===== src/rtl/seq_alu.sv =====
// -----------------------------------------------------------------------------
// seq_alu -- sequential integer ALU with a valid/ready request and result port.
//
// Single-cycle ops (add, sub, and, or, xor, shifts) answer one cycle after the
// request is accepted. MUL/MULHU use an iterative shift-add multiplier and, when
// enabled, DIVU/REMU use a restoring divider. Both retire one bit per cycle, so
// the result appears WIDTH+1 cycles after acceptance.
//
// Configuration macro:
//   SEQ_ALU_DIV_EN  when defined, builds the divider and decodes 0x0B/0x0C.
//                   When undefined, 0x0B/0x0C are treated as undefined opcodes.
//
// Ports:
//   i_clk      clock, rising edge
//   i_rst_n    asynchronous active-low reset
//   i_valid    request valid
//   o_ready    request accepted when i_valid && o_ready (high only when idle)
//   i_command  8-bit opcode
//   i_a, i_b   WIDTH-bit operands
//   o_valid    result valid
//   i_ready    result consumed when o_valid && i_ready
//   o_out      registered result
//   o_zero     high when o_out == 0
//   o_err      undefined-opcode flag, qualified by o_valid
// -----------------------------------------------------------------------------
module seq_alu #(
    parameter int WIDTH = 32
) (
    input  logic             i_clk,
    input  logic             i_rst_n,
    input  logic             i_valid,
    output logic             o_ready,
    input  logic [7:0]       i_command,
    input  logic [WIDTH-1:0] i_a,
    input  logic [WIDTH-1:0] i_b,
    output logic             o_valid,
    input  logic             i_ready,
    output logic [WIDTH-1:0] o_out,
    output logic             o_zero,
    output logic             o_err
);

    localparam int SHW = $clog2(WIDTH);

    localparam logic [7:0] OP_ADD   = 8'h01;
    localparam logic [7:0] OP_SUB   = 8'h02;
    localparam logic [7:0] OP_AND   = 8'h03;
    localparam logic [7:0] OP_OR    = 8'h04;
    localparam logic [7:0] OP_XOR   = 8'h05;
    localparam logic [7:0] OP_SRL   = 8'h06;
    localparam logic [7:0] OP_SRA   = 8'h07;
    localparam logic [7:0] OP_SLL   = 8'h08;
    localparam logic [7:0] OP_MUL   = 8'h09;
    localparam logic [7:0] OP_MULHU = 8'h0A;
`ifdef SEQ_ALU_DIV_EN
    localparam logic [7:0] OP_DIVU  = 8'h0B;
    localparam logic [7:0] OP_REMU  = 8'h0C;
`endif

    typedef enum logic [1:0] {
        S_IDLE = 2'd0,
        S_BUSY = 2'd1,
        S_DONE = 2'd2
    } state_t;

    state_t state, state_nxt;

    // Latched request and iterative datapath state. hi/lo form one 2*WIDTH
    // register: product {hi,lo} for multiply, {remainder,quotient} for divide.
    logic [7:0]       cmd_p0;
    logic [WIDTH-1:0] opnd_p0;
    logic [WIDTH-1:0] hi_p0;
    logic [WIDTH-1:0] lo_p0;
    logic [SHW-1:0]   cnt_p0;
    logic [WIDTH-1:0] out_q;
    logic             err_q;

    logic             accept;
    logic             last_step;
    logic [WIDTH-1:0] hi_nxt;
    logic [WIDTH-1:0] lo_nxt;
    logic [WIDTH-1:0] multi_res;
    logic [WIDTH:0]   single_res;

    // Opcodes that use the iterative datapath.
    function automatic logic is_multi(input logic [7:0] cmd);
        logic r;
        r = (cmd == OP_MUL) || (cmd == OP_MULHU);
`ifdef SEQ_ALU_DIV_EN
        r = r || (cmd == OP_DIVU) || (cmd == OP_REMU);
`endif
        return r;
    endfunction

`ifdef SEQ_ALU_DIV_EN
    function automatic logic is_div(input logic [7:0] cmd);
        return (cmd == OP_DIVU) || (cmd == OP_REMU);
    endfunction
`endif

    // Single-cycle result as {err, value}. Only the low SHW bits of b form the
    // shift amount. Anything not handled here or by the iterative path is an
    // undefined opcode and yields zero with the error flag.
    function automatic logic [WIDTH:0] single_op(input logic [7:0]       cmd,
                                                 input logic [WIDTH-1:0] a,
                                                 input logic [WIDTH-1:0] b);
        logic [SHW-1:0]          sh;
        logic signed [WIDTH-1:0] sa;
        logic [WIDTH:0]          r;
        sh = b[SHW-1:0];
        sa = a;
        r  = '0;
        case (cmd)
            OP_ADD:  r = {1'b0, a + b};
            OP_SUB:  r = {1'b0, a - b};
            OP_AND:  r = {1'b0, a & b};
            OP_OR:   r = {1'b0, a | b};
            OP_XOR:  r = {1'b0, a ^ b};
            OP_SRL:  r = {1'b0, a >> sh};
            OP_SRA:  r = {1'b0, WIDTH'(sa >>> sh)};
            OP_SLL:  r = {1'b0, a << sh};
            default: r = {1'b1, {WIDTH{1'b0}}};
        endcase
        return r;
    endfunction

    assign accept     = i_valid && (state == S_IDLE);
    assign last_step  = (cnt_p0 == SHW'(WIDTH - 1));
    assign single_res = single_op(i_command, i_a, i_b);

    // One iteration of the shared multiply/divide datapath.
    always_comb begin
        logic [WIDTH:0] sum;
        logic [WIDTH:0] shifted;
        logic [WIDTH:0] diff;
        // Shift-add multiply: conditionally add the multiplicand to the upper
        // half, then shift the whole product right, carry included.
        sum     = {1'b0, hi_p0} + (lo_p0[0] ? {1'b0, opnd_p0} : '0);
        hi_nxt  = sum[WIDTH:1];
        lo_nxt  = {sum[0], lo_p0[WIDTH-1:1]};
        shifted = {hi_p0, lo_p0[WIDTH-1]};
        diff    = shifted - {1'b0, opnd_p0};
`ifdef SEQ_ALU_DIV_EN
        // Restoring divide: shift the next dividend bit into the remainder and
        // keep the subtraction only if it does not go negative. A zero divisor
        // always subtracts, giving an all-ones quotient and remainder = a.
        if (is_div(cmd_p0)) begin
            if (shifted >= {1'b0, opnd_p0}) begin
                hi_nxt = diff[WIDTH-1:0];
                lo_nxt = {lo_p0[WIDTH-2:0], 1'b1};
            end else begin
                hi_nxt = shifted[WIDTH-1:0];
                lo_nxt = {lo_p0[WIDTH-2:0], 1'b0};
            end
        end
`endif
    end

    always_comb begin
        multi_res = lo_nxt;
        if (cmd_p0 == OP_MULHU) multi_res = hi_nxt;
`ifdef SEQ_ALU_DIV_EN
        if (cmd_p0 == OP_REMU) multi_res = hi_nxt;
`endif
    end

    // FSM state register
    always_ff @(posedge i_clk or negedge i_rst_n) begin
        if (!i_rst_n) state <= S_IDLE;
        else          state <= state_nxt;
    end

    // FSM next state and handshake outputs
    always_comb begin
        state_nxt = state;
        o_ready   = 1'b0;
        o_valid   = 1'b0;
        case (state)
            S_IDLE: begin
                o_ready = 1'b1;
                if (i_valid) state_nxt = is_multi(i_command) ? S_BUSY : S_DONE;
            end
            S_BUSY: begin
                if (last_step) state_nxt = S_DONE;
            end
            S_DONE: begin
                o_valid = 1'b1;
                if (i_ready) state_nxt = S_IDLE;
            end
            default: state_nxt = S_IDLE;
        endcase
    end

    // Request capture, iteration and result registers
    always_ff @(posedge i_clk or negedge i_rst_n) begin
        if (!i_rst_n) begin
            cmd_p0  <= '0;
            opnd_p0 <= '0;
            hi_p0   <= '0;
            lo_p0   <= '0;
            cnt_p0  <= '0;
            out_q   <= '0;
            err_q   <= 1'b0;
        end else begin
            if (accept) begin
                cmd_p0 <= i_command;
                cnt_p0 <= '0;
                hi_p0  <= '0;
                if (is_multi(i_command)) begin
                    opnd_p0 <= i_a;
                    lo_p0   <= i_b;
`ifdef SEQ_ALU_DIV_EN
                    // Divide keeps the divisor as operand and shifts the
                    // dividend out of lo while the quotient shifts in.
                    if (is_div(i_command)) begin
                        opnd_p0 <= i_b;
                        lo_p0   <= i_a;
                    end
`endif
                end else begin
                    out_q <= single_res[WIDTH-1:0];
                    err_q <= single_res[WIDTH];
                end
            end
            if (state == S_BUSY) begin
                hi_p0  <= hi_nxt;
                lo_p0  <= lo_nxt;
                cnt_p0 <= cnt_p0 + SHW'(1);
                if (last_step) begin
                    out_q <= multi_res;
                    err_q <= 1'b0;
                end
            end
        end
    end

    assign o_out  = out_q;
    assign o_zero = (out_q == '0);
    assign o_err  = err_q;

endmodule


===== config.mk =====
export PLATFORM = sky130hd
export DESIGN_NAME = seq_alu
export DESIGN_NICKNAME = d
export VERILOG_FILES = /design/src/rtl/seq_alu.sv
export SDC_FILE = /design/constraint.sdc
export NUM_CORES = 1
export LEC_CHECK = 0
export ABC_AREA = 0
export BUFFER_PORTS_ARGS = -buffer_cell sky130_fd_sc_hd__buf_2
export CAP_MARGIN = 40
export CORE_MARGIN = 1
export CORE_UTILIZATION = 55
export CTS_BUF_LIST = sky130_fd_sc_hd__clkbuf_8
export CTS_CLUSTER_SIZE = 24
export DETAILED_ROUTE_END_ITERATION = 16
export GPL_TIMING_DRIVEN = 0
export PLACE_DENSITY = 0.82
export SLEW_MARGIN = 20
export SYNTH_ARGS = -nofsm -noshare
export SYNTH_HDL_FRONTEND = slang
export SYNTH_SLANG_ARGS = --single-unit

===== constraint.sdc =====
create_clock -name i_clk -period 8.8 [get_ports i_clk]
set_input_delay 0.88 -clock i_clk [delete_from_list [all_inputs] [get_ports i_clk]]
set_output_delay 0.88 -clock i_clk [all_outputs]
set_load 0.005 [all_outputs]

Word-level counts from Yosys, hierarchy flattened

Index checks and enable logic that the tools add are counted.

$add $sub $neg: 4
Eq/ne operators: 17
Shift operators: 3
Multiplexer cells: 25
Bitwise logic cells: 3
Reductions and logical operators: 9

Operator list:

| operator                                             | count |
|---|---|
| two-way mux 32 bit                                   | 11 |
| case mux 33 bit (8 select lines)                     | 1 |
| adder 32 x 32 -> 33 bit                              | 1 |
| adder 32 bit                                         | 1 |
| AND 32 bit                                           | 1 |
| equality test 8 x 3 -> 1 bit (second input constant) | 4 |
| equality test 8 x 4 -> 1 bit (second input constant) | 4 |
| logical NOT 32 bit                                   | 1 |
| OR 32 bit                                            | 1 |
| << shifter 32 x 5 -> 32 bit                          | 1 |
| >> shifter 32 x 5 -> 32 bit                          | 1 |
| >>> shifter 32 x 5 -> 32 bit                         | 1 |
| subtractor 32 bit                                    | 1 |
| bitwise XOR 32 bit                                   | 1 |
| equality test 8 x 2 -> 1 bit (second input constant) | 2 |
| two-way mux 5 bit                                    | 2 |
| equality test 8 x 1 -> 1 bit (second input constant) | 1 |
| two-way mux 2 bit                                    | 4 |
| two-way mux 1 bit                                    | 6 |
| inequality test 2 bit (second input constant)        | 3 |
| case mux 2 bit (3 select lines)                      | 1 |
| adder 5 x 1 -> 5 bit (second input constant)         | 1 |
| equality test 5 bit (second input constant)          | 1 |
| AND reduction 2 bit                                  | 2 |
| 7 further kinds                                      | 8 |

Register bits: 144
Input port bits: 76
Output and inout bits: 36
Word-level logic and storage cells: 69

Depth between registers and ports, before layout

Depth in word-level cells: 6
Mapped depth: 19
Depth with buffers taken out: 16

Worst setup path before layout

Ideal clock, no wire load.

Path type: input -> register
Start: input i_b[0]
End: register out_q[31], in the netlist o_out[31]
Setup time: 0.082 ns
Arrival: 5.339 ns
Required time: 8.718 ns
Slack: 3.379 ns
Stages: 18
Buffers on the path: 3
Cell sequence: buf_2 -> buf_1 -> clkbuf_1 -> inv_1 -> ha_1 -> nand4_1 -> or3_2 -> o41ai_1 -> xnor2_1 -> ha_1 -> a21o_1 -> a21o_1 -> a21o_1 -> a31o_2 -> and3_1 -> a311o_1 -> or4_1 -> a31oi_1

Longest elaborated chain between the ends: 6
Elaborated cells on any way between the ends: 10
Classes of those cells: add/sub (2); shift (3); mux (5)

Ends and longest elaborated chain:

| what                                      | line | RTL |
|---|---|---|
| start: declaration                        | 35   | `input logic [WIDTH-1:0] i_b,` |
| subtractor 32 bit (tied with other cells) | 115  | `OP_SUB: r = {1'b0, a - b};` |
| case mux 33 bit (8 select lines) (*)      | 113  | `case (cmd)` |
| two-way mux 32 bit (*)                    | 209  | `if (is_multi(i_command)) begin` |
| two-way mux 32 bit (*)                    | 205  | `if (accept) begin` |
| two-way mux 32 bit                        | 229  | `if (last_step) begin` |
| two-way mux 32 bit (*)                    | 225  | `if (state == S_BUSY) begin` |
| end signal: assignment                    | 221  | `out_q <= single_res[WIDTH-1:0];` |
| end signal: assignment                    | 230  | `out_q <= multi_res;` |
| end: declaration                          | 75   | `logic [WIDTH-1:0] out_q;` |

Every way passes the cells marked *; elsewhere a longest branch is shown, timed or not.
A chain may end at the register's enable or synchronous reset.

Worst setup path after layout

Start: input i_b[0]
End: register out_q[13], in the netlist o_out[13]

The elaborated chain is that of the path after synthesis.

==> results.txt <==
The run finished with clean final reports. The peak ir drop on the vdd network is ~0.000098 V. The area of the mapped netlist came out at 0.01631 sq mm.

The worst path buffer plus inverter count is 6. The first detailed-routing pass took 6 iterations. The classification of the worst-slack hold path is in -> async.

The core region is 0.02894 sq mm. The number of design rule violations left after detail routing came out at 0. The endpoint identified for the worst register-to-register timing path is hi_p0[30]. The count of yosys warnings during synthesis is 0. Measured along the y axis, the die boundary spans around 170 um. The post-synthesis async set-or-reset flop share is 100.0%.

TritonCTS built the clock tree. In this run the power density over the cells is between 100 and 150 mW/mm^2. The starting density of the core is a little under three fifths. The internal reg-to-reg setup slack came out at approximately 4400 ps.

The most used flip-flop cell after synthesis is sky130_fd_sc_hd__dfrtp_1. The synthesized design devotes to its leading area cell type between 20% and 30% of total area. The max-cap check violation count is 0. The total count of max-transition violations in the final report came to 0. Global routing consumed, over all layers together, slightly below 50% of the routing resources. The count of flip-flops with a built-in enable after synthesis is 0. The total I/O pin count is around 110. The kind of cell with the highest combined delay along the critical path is compound AO/OA/AOI/OAI gates. The number of buffers inserted by port buffering came out at about 110.

The remaining global-route overflow came out at 0. The first-pass GRT wire length came out at around 110,000 um. The critical path required time is about 9100 ps. The count of buffers added by post-CTS timing repair for setup came out at 0. The total number of nets in the final design is 2,399. The number of instances in the synthesized netlist is 2,049. Measured on the finished design, the core utilization comes to between 60% and 70%. The weighted congestion at the end of routability-driven global placement came out at between 1 and 1.5.

The H-tree level count is 4. The fraction of final layout cells sized beyond drive strength 1 is roughly an eighth. At the worst endpoint, the arrival time is between 6000 and 7000 ps. Summed over all cells, the static leakage comes to roughly 8.0 nW. The count of different cell masters after synthesis is 77. The share of the Yosys chip area taken by registers is approximately 22%. The most critical setup path has its startpoint at i_b[0]. The cell taking the most area after synthesis is sky130_fd_sc_hd__dfrtp_1.

The die area came out at 0.03034 sq mm. The worst stage delay on the critical path is ~740 ps. The critical path runs through a total of 19 cells. The buffer depth of the longest clock path came out at 2. The signal on the critical path passes through buf_2 > buf_2 > buf_1 > buf_6 > clkbuf_1 > inv_1 > ha_1 > nand4_1 > o21ai_0 > xnor2_1 > ha_1 > a21o_1 > a21oi_1 > a21boi_0 > a211oi_1 > o21ai_0 > xnor2_1 > a221oi_1 > a311oi_1. The headroom to the max-slew limit came out at roughly 33%. The final critical path time including I/O delays and setup came out at 6127 ps. The worst-case clock skew is 14.96 ps.

Detailed placement finished with a half-perimeter wire length of between 50,000 and 60,000 um. The number of buffers added by the clock tree synthesis step came out at 17. After clock tree synthesis, the repair step resized 0 gates.

Based on the critical path, the design can be clocked at up to around 0.16 GHz. The worst register-to-register path begins at lo_p0[0]. In this run the worst path has a maximum fanout of 10. Following the worst setup path forward leads to its endpoint at o_out[13]. The critical setup path kind is in -> reg. The clock tree root buffer cell is sky130_fd_sc_hd__clkbuf_8. The detailed router finished its first iteration with ~2,700 violations. The total negative slack is 0 ps. The total of endpoints with negative setup slack in the final report is 0. The average instance in the mapped netlist occupies ~8.0 sq um. The width of the die came out at around 170 um.

The share of the clock period used by the worst path came out at 69.62%. The source-to-sink clock delay at the later pin of the worst-skew pair is roughly 470 ps. For this block, the via count after detailed routing is approximately 19,000. STA classifies the critical path endpoint as a flop. The largest net degree at the start of global routing came out at 82. The post-route antenna net violation count is 0.

The number of synthesized register bits came out at around 140. The clock sink count is 144. The net count after synthesis is roughly 2,300. For the worst flop-to-flop path, the logic depth is 12. The via count of the first global-routing pass came out at 17,572. The routed wirelength normalized by instance count came out at 29.28 um. The measured slew at the worst slew-check pin came out at approximately 1000 ps. After synthesis, the cell types taking the most area are sky130_fd_sc_hd__dfrtp_1, sky130_fd_sc_hd__ha_1, sky130_fd_sc_hd__mux4_2. The slowest stage of the critical path belongs to the cell sky130_fd_sc_hd__a211oi_1. After clock tree synthesis, the clock-pin slew on the worst setup and hold paths is approximately 80 ps. The floorplan has slightly above 60 rows. The mean number of vias per cell came out at about 7.2. The growth of design area from synthesis to finish came out at 9.799%. Buffers inserted to repair hold after CTS numbered 0. The hold violation total from the final report came out at 0.

The worst setup path is launched from a primary input. Setup repair after global routing left no endpoint under its margin. The placed instances occupy a cell area of between 0.015 and 0.02 sq mm.

By count the netlist is led by sky130_fd_sc_hd__nand2_1, sky130_fd_sc_hd__o21ai_0, sky130_fd_sc_hd__a21oi_1. After routing the design area is ~0.018 sq mm. sky130_fd_sc_hd__nand2_1 is the most common cell in the netlist. The total routed wirelength is roughly 76,000 um. The initial antenna violation count came out at 2.
==> where the power goes <==
group / switching (mW) / total [mW] / leakage (nW) / internal (mW)
sequential: 0.0533 / 0.778 / 1.89 / 0.725
combinational: 0.474 / 0.728 / 5.88 / 0.254
clock: 0.262 / 0.581 / 0.215 / 0.319
==> layer usage <==
| layer | vias up | GRT usage, % | part of all wire [%] |
|---|---|---|---|
| met5 | - | 0 | 0 |
| met1 | 8813 | 58.91 | 35 |
| met4 | 0 | 37.83 | 9.5 |
| li1 | 7851 | - | - |
| met2 | 1620 | 76.93 | 44 |
| met3 | 408 | 11.09 | 12 |
==> per-stage QoR <==
step	hold WS, ps	setup WS [ps]	power [mW]	cells
2_1_floorplan	437.0	3379	1.204	2049
3_3_place_gp	454.5	2143	1.451	2541
3_5_place_dp	462.6	2122	1.471	2548
4_1_cts	375.2	2579	2.036	2579
5_1_grt	393.6	2519	2.141	2586
6_report	345.8	2673	2.088	2587
==> worst min path at each step <==
stage                     startpoint         end  slack (ps)  depth (start not counted)
after floorplan            cmd_p0[1]   cmd_p0[1]         440                          2
after global placement     cmd_p0[1]   cmd_p0[1]         450                          2
after detailed placement  opnd_p0[3]  opnd_p0[3]         460                          2
after CTS                    i_rst_n   cnt_p0[3]         380                          1
after global routing         i_rst_n   cnt_p0[2]         390                          1
final                        i_rst_n   cnt_p0[2]         350                          1
==> flip-flops by register name, indices dropped and copies added (netlist names) <==
register	cells
cmd_p0	8
hi_p0	32
o_out	32
o_err	1
state	2
cnt_p0	5
opnd_p0	32
lo_p0	32
==> final cells by class <==
cell class                      count  area [sq um]
Inverter                           82         307.8
Buffer                            147         584.3
Timing Repair Buffer              122         666.9
Tap cell                          384         480.5
Clock buffer                       19         261.5
Fill cell                        2551         11030
Clock inverter                     12         166.4
Sequential cell                   144          3603
Multi-Input combinational cell   1676         11830
Antenna cell                        1         2.502
==> cell usage in the layout, fill, tap and decap left out, types with 40 or more instances in the layout <==
cell,n
sky130_fd_sc_hd__mux2i_1,49
sky130_fd_sc_hd__nand2_1,234
sky130_fd_sc_hd__buf_2,121
sky130_fd_sc_hd__a21oi_1,187
sky130_fd_sc_hd__nand3_1,62
sky130_fd_sc_hd__mux4_2,64
sky130_fd_sc_hd__inv_1,81
sky130_fd_sc_hd__clkbuf_1,122
sky130_fd_sc_hd__ha_1,131
sky130_fd_sc_hd__and2_1,41
sky130_fd_sc_hd__a211oi_1,40
sky130_fd_sc_hd__xnor2_1,57
sky130_fd_sc_hd__dfrtp_1,144
sky130_fd_sc_hd__nor2_1,169
sky130_fd_sc_hd__o21ai_0,197
==> cell families after synthesis <==
family	synth area share [%]
AO/OA/AOI/OAI	26.01
XOR/XNOR	4.190
adder cells (fa/ha/maj)	10.30
buffers and inverters	5.471
flip-flops	22.10
multiplexers	12.95
AND/OR/NAND/NOR	18.98
Power figures use the tool's default switching activity.
